## config.mk

```make
export PLATFORM = sky130hd
export DESIGN_NAME = sap_control_sequencer
export DESIGN_NICKNAME = d
export VERILOG_FILES = /design/src/rtl/sap_control_sequencer.sv
export SDC_FILE = /design/constraint.sdc
export NUM_CORES = 1
export LEC_CHECK = 0
export ABC_AREA = 1
export CAP_MARGIN = 20
export CORE_AREA = 2 2 39 41
export DETAILED_ROUTE_END_ITERATION = 10
export DIE_AREA = 0 0 41 43
export DONT_BUFFER_PORTS = 1
export PLACE_DENSITY = 0.48
export RECOVER_POWER = 25
export SLEW_MARGIN = 30
export SYNTH_ARGS = -nofsm -noshare
export SYNTH_HDL_FRONTEND = slang
export SYNTH_SLANG_ARGS = --single-unit
```

## constraint.sdc

```tcl
create_clock -name clk -period 3.64 [get_ports clk]
set_input_delay 0.91 -clock clk [delete_from_list [all_inputs] [get_ports clk]]
set_output_delay 0.91 -clock clk [all_outputs]
set_load 0.02 [all_outputs]
```

## src/rtl/sap_control_sequencer.sv

```systemverilog
// -----------------------------------------------------------------------------
// sap_control_sequencer
//
// Micro-sequencer for the 8-bit SAP-1.5 datapath. Walks the fetch T-states
// (T0, T1), then the execute T-states (T2..T4) selected by the opcode in
// IR[7:4]. It drives the bus-enable and load strobes for PC, MAR, IR, A, B,
// OUT, RAM and the flags register. HLT parks the machine in HALT until reset.
//
// Optional build feature: define CTRL_SINGLE_STEP_EN to make the state
// advance only on clock edges where step=1. The current strobes stay asserted
// while the state is held. Without the macro, step is ignored.
//
// Ports
//   clk          in   system clock, rising edge
//   reset        in   asynchronous, active-high reset
//   opcode       in   IR[7:4], valid from T2 onward
//   flag_zero    in   registered Z flag (looked at in T2 only)
//   flag_carry   in   registered C flag (looked at in T2 only)
//   step         in   single-step advance (CTRL_SINGLE_STEP_EN builds only)
//   pc_oe, ram_oe, ir_oe, a_oe, alu_oe         out  bus drivers (one-hot or 0)
//   load_mar, load_ir, load_a, load_b,
//   load_out, load_ram, load_flags             out  register load strobes
//   pc_inc, pc_load                            out  PC controls
//   alu_sub      out  ALU subtract select (T4 of SUB only)
//   halt         out  machine halted
//   tstate       out  current T-state: 0-4, 7 = HALT (debug view of the FSM)
//
// Outputs are a Moore decode of (state, opcode, flags). All outputs are forced
// low while reset is held, so they drop without waiting for a clock edge.
// -----------------------------------------------------------------------------
module sap_control_sequencer #(
  parameter int OPCODE_W = 4
) (
  input  logic                clk,
  input  logic                reset,
  input  logic [OPCODE_W-1:0] opcode,
  input  logic                flag_zero,
  input  logic                flag_carry,
  input  logic                step,
  output logic                pc_oe,
  output logic                ram_oe,
  output logic                ir_oe,
  output logic                a_oe,
  output logic                alu_oe,
  output logic                load_mar,
  output logic                load_ir,
  output logic                load_a,
  output logic                load_b,
  output logic                load_out,
  output logic                load_ram,
  output logic                load_flags,
  output logic                pc_inc,
  output logic                pc_load,
  output logic                alu_sub,
  output logic                halt,
  output logic [2:0]          tstate
);

  typedef enum logic [2:0] {
    T0   = 3'd0,
    T1   = 3'd1,
    T2   = 3'd2,
    T3   = 3'd3,
    T4   = 3'd4,
    HALT = 3'd7
  } state_t;

  localparam logic [OPCODE_W-1:0] OP_LDA = OPCODE_W'(4'h1);
  localparam logic [OPCODE_W-1:0] OP_ADD = OPCODE_W'(4'h2);
  localparam logic [OPCODE_W-1:0] OP_SUB = OPCODE_W'(4'h3);
  localparam logic [OPCODE_W-1:0] OP_STA = OPCODE_W'(4'h4);
  localparam logic [OPCODE_W-1:0] OP_LDI = OPCODE_W'(4'h5);
  localparam logic [OPCODE_W-1:0] OP_JMP = OPCODE_W'(4'h6);
  localparam logic [OPCODE_W-1:0] OP_JC  = OPCODE_W'(4'h7);
  localparam logic [OPCODE_W-1:0] OP_JZ  = OPCODE_W'(4'h8);
  localparam logic [OPCODE_W-1:0] OP_OUT = OPCODE_W'(4'hE);
  localparam logic [OPCODE_W-1:0] OP_HLT = OPCODE_W'(4'hF);

  state_t state, state_n;
  logic   advance;

`ifdef CTRL_SINGLE_STEP_EN
  assign advance = step;
`else
  // step has no function in this build.
  logic unused_step;
  assign unused_step = step;
  assign advance     = 1'b1;
`endif

  always_ff @(posedge clk or posedge reset) begin
    if (reset) state <= T0;
    else       state <= state_n;
  end

  // Next-state decode. The opcode is held in IR through T3, so T3 can
  // decide again between the 4-cycle and 5-cycle instructions.
  always_comb begin
    state_n = state;
    if (advance) begin
      case (state)
        T0: state_n = T1;
        T1: state_n = T2;
        T2: begin
          if (opcode == OP_LDA || opcode == OP_ADD ||
              opcode == OP_SUB || opcode == OP_STA) state_n = T3;
          else if (opcode == OP_HLT)                state_n = HALT;
          else                                      state_n = T0;
        end
        T3:      state_n = (opcode == OP_ADD || opcode == OP_SUB) ? T4 : T0;
        T4:      state_n = T0;
        HALT:    state_n = HALT;
        default: state_n = T0;
      endcase
    end
  end

  // Output decode. Opcodes 0x0 and 0x9-0xD fall through to "no strobes".
  always_comb begin
    pc_oe      = 1'b0;
    ram_oe     = 1'b0;
    ir_oe      = 1'b0;
    a_oe       = 1'b0;
    alu_oe     = 1'b0;
    load_mar   = 1'b0;
    load_ir    = 1'b0;
    load_a     = 1'b0;
    load_b     = 1'b0;
    load_out   = 1'b0;
    load_ram   = 1'b0;
    load_flags = 1'b0;
    pc_inc     = 1'b0;
    pc_load    = 1'b0;
    alu_sub    = 1'b0;
    halt       = 1'b0;
    if (!reset) begin
      case (state)
        T0: begin
          pc_oe    = 1'b1;
          load_mar = 1'b1;
        end
        T1: begin
          ram_oe  = 1'b1;
          load_ir = 1'b1;
          pc_inc  = 1'b1;
        end
        T2: begin
          case (opcode)
            OP_LDA, OP_ADD, OP_SUB, OP_STA: begin
              ir_oe    = 1'b1;
              load_mar = 1'b1;
            end
            OP_LDI: begin
              ir_oe  = 1'b1;
              load_a = 1'b1;
            end
            OP_JMP: begin
              ir_oe   = 1'b1;
              pc_load = 1'b1;
            end
            // Conditional jumps read the flags here and nowhere else.
            OP_JC: begin
              ir_oe   = 1'b1;
              pc_load = flag_carry;
            end
            OP_JZ: begin
              ir_oe   = 1'b1;
              pc_load = flag_zero;
            end
            OP_OUT: begin
              a_oe     = 1'b1;
              load_out = 1'b1;
            end
            default: ;
          endcase
        end
        T3: begin
          case (opcode)
            OP_LDA: begin
              ram_oe = 1'b1;
              load_a = 1'b1;
            end
            OP_ADD, OP_SUB: begin
              ram_oe = 1'b1;
              load_b = 1'b1;
            end
            OP_STA: begin
              a_oe     = 1'b1;
              load_ram = 1'b1;
            end
            default: ;
          endcase
        end
        T4: begin
          alu_oe     = 1'b1;
          load_a     = 1'b1;
          load_flags = 1'b1;
          alu_sub    = (opcode == OP_SUB);
        end
        HALT:    halt = 1'b1;
        default: ;
      endcase
    end
  end

  assign tstate = state;

endmodule

```

==> results summary <==
After floorplanning, the core was divided into 14 placement rows. Relative to the synthesized area, the layout overhead comes to 5.723%. The critical path buffer and inverter count is 0. The antenna diode count came out at 0. The number of global-route vias before repair is 417. The count of instances resized after the clock tree is built came out at 0. The number of buffers inserted by port buffering came out at 0. Summed over its instances, the top area cell type makes up 18.07% of the synthesized netlist area. The global placer's final weighted congestion is slightly above 0.7.

The number of max-slew violations in the final report came to 0. The top cell type by total area after synthesis is sky130_fd_sc_hd__dfrtp_1. The number of antenna violations at the first check in global routing is 0.

The final period demand of the worst path came out at 2652 ps. On the worst path, the slowest cell contributes a delay of 600 ps. The number of warning messages in the yosys log is 0.

The required time of the critical path is between 2000 and 3000 ps. The power density of the placed cells came out at 597.4 mW/mm². The peak supply drop is roughly 0.00034 V. The count of mapped cells out of synthesis is 72.

The root buffer cell chosen for the clock tree is sky130_fd_sc_hd__clkbuf_4. Broken down by cell family, the worst path's largest delay share belongs to compound AO/OA/AOI/OAI gates. The slowest library cell on the worst path is sky130_fd_sc_hd__o31ai_1. The global router's overall resource usage is around 14%.

Setup repair after global routing left no endpoint under its margin. The hold buffer count at cts came out at 0. The detailed-route wire length came out at 1.105 mm. The setup path with the least slack is of type in2out. The vertical die dimension is 43 µm.

The timing-limited maximum frequency is 377.1 MHz. The via density per instance came out at 5.112. The final hold violation count was 0. In the final layout, the share of cells above drive strength 1 is 20.55%. The number of cells on the critical path came out at 3. The combined area of all synthesized cells came out at 415.4 µm². After the first detailed-routing iteration, the DRC count stood at 8.

The die area came out at about 0.0018 mm². After detailed routing, the average wire length per cell comes to 12.42 µm. Pin placement for this block handled 28 I/O pins. Sorting the synthesized cells by area gives the leading types as sky130_fd_sc_hd__dfrtp_1, sky130_fd_sc_hd__nand2_1, sky130_fd_sc_hd__nand3_1.

The initial utilization of the core area, before any placement, comes to 30.02%. The average footprint of a synthesized cell is about 5.8 µm². The worst path uses approximately 73% of the clock period.

The clock reaches the later pin of the worst-skew pair after 230 ps. The path class of the lowest-slack min-delay path is in2async. The pin count of the biggest net entering global routing came out at 11. The total of flip-flops plus latches after synthesis is 3. The DRC violations left is 0. After routing, the total negative slack on setup checks comes to 0 ps.

The H-tree depth reported by CTS is 1. The net count after synthesis came out at 81. The sequential-to-total area share from yosys stat is 18.07%. The nature of the critical path startpoint is an input port. The number of flip-flops under the largest register name is 3. Across all layers, the routed design uses 455 vias. The reported leakage power is 0.2130 nW. Along the worst path, the maximum fanout reaches 10. The nature of the critical path endpoint is an output port. Summing internal, switching and leakage power gives 262.4 µW. TritonCTS built the clock tree. The transition time at the pin with the least slew margin came out at slightly above 700 ps.

The run finished with clean final reports. The cell depth of the worst flop-to-flop path came out at 3. Counting the buffers created by CTS gives 3. The count of final setup violators is 0. The total half-perimeter wirelength after legalization and detailed placement came out at 866.2 µm. The clock passes through at most 2 buffers. The first global-routing pass estimated around 1.7 mm of wire. The number of detailed-route iterations in the first pass is 4. For this run, the post-layout net count is 83. The normalized max-slew margin is 51.79%. The remaining antenna violation count after routing came out at 0. The setup slack after layout is 988.4 ps. In this run the standard cell core region covers around 0.0014 mm². For the final database, setup skew stands at 1.989 ps. Leaving out fill and tap cells, the most frequent cells in the layout are sky130_fd_sc_hd__nand2_1, sky130_fd_sc_hd__nor2_1, sky130_fd_sc_hd__nand3_1. The chip width is 41 µm. The post-CTS setup repair buffer count is 0. The count of clock tree sinks came out at 3. The max capacitance violation total is 0. Leaving out fill and tap cells, the most frequent cell in the layout is sky130_fd_sc_hd__nand2_1. After global routing the overflow that remains totals 0.

Walking the worst path, the cells encountered are nor2_1 > nand2_1 > o31ai_1. After clock tree synthesis, the clock-pin slew on the worst setup and hold paths is 40 ps. Timing analysis after detailed placement gives a worst setup slack of 992.1 ps. The signal arrival time at the worst endpoint came out at 1740 ps. After synthesis, the netlist uses 18 different library cells.
cells by family after synthesis:
logic type      Yosys count  synth area share [%]
flops                     3                 18.07
compound gates            6                 9.338
simple gates             50                 57.23
buf+inv                  13                 15.36
layer usage:
layer	share of wire [%]	vias to the layer above	global-route usage, %
li1	-	233	-
met1	41	212	18.12
met2	53	10	21.25
met3	6.2	0	5.236
met4	0	0	6.000
met5	0	-	0
synthesized netlist by cell type (all sizes together):
cell,n
a21oi,4
buf,4
dfrtp,3
inv,9
nand2,18
nand3,10
nand4,2
nor2,15
nor3,4
nor4,1
o211ai,1
o31ai,1
metrics by stage:
step,hold slack (ps),std cells,util (%),area [µm²]
floorplan,755.4,72,-,415.4
global placement,728.8,85,29.84,412.9
detailed placement,722.4,85,29.84,412.9
CTS,472.4,89,31.74,439.2
global route,478.0,89,31.74,439.2
finish,482.6,89,31.74,439.2
report_power, final:
group | total [mW] | switching (mW) | internal [mW]
clock network | 0.0574 | 0.0164 | 0.0410
logic | 0.120 | 0.0894 | 0.0308
registers | 0.0847 | 0.0395 | 0.0452
total | 0.262 | 0.145 | 0.117
worst reg2reg max path, cell delays in order (launching register included):
cell and delay (ps):
sky130_fd_sc_hd__dfrtp_1 530, sky130_fd_sc_hd__nor3_2 380, sky130_fd_sc_hd__a21oi_1 170, sky130_fd_sc_hd__nand3_1 110
area by class of cell:
| type | instances | area, µm² |
|---|---|---|
| repair buffers | 1 | 7.507 |
| multi-input cells | 56 | 276.5 |
| inverters | 9 | 33.78 |
| flip-flops and latches | 3 | 75.07 |
| fillers | 161 | 944.7 |
| clock buffers | 4 | 26.28 |
| well taps | 16 | 20.02 |
final timing paths:
check	start	end	slack, ps
max	reset	a_oe	990
min	reset	tstate[1]	480
max reg2reg	tstate[2]	tstate[1]	2380
min reg2reg	tstate[0]	tstate[1]	830
max in group asynchronous	reset	tstate[0]	2970
min in group clk	tstate[0]	tstate[1]	830
(Power assumes the default switching activity.)
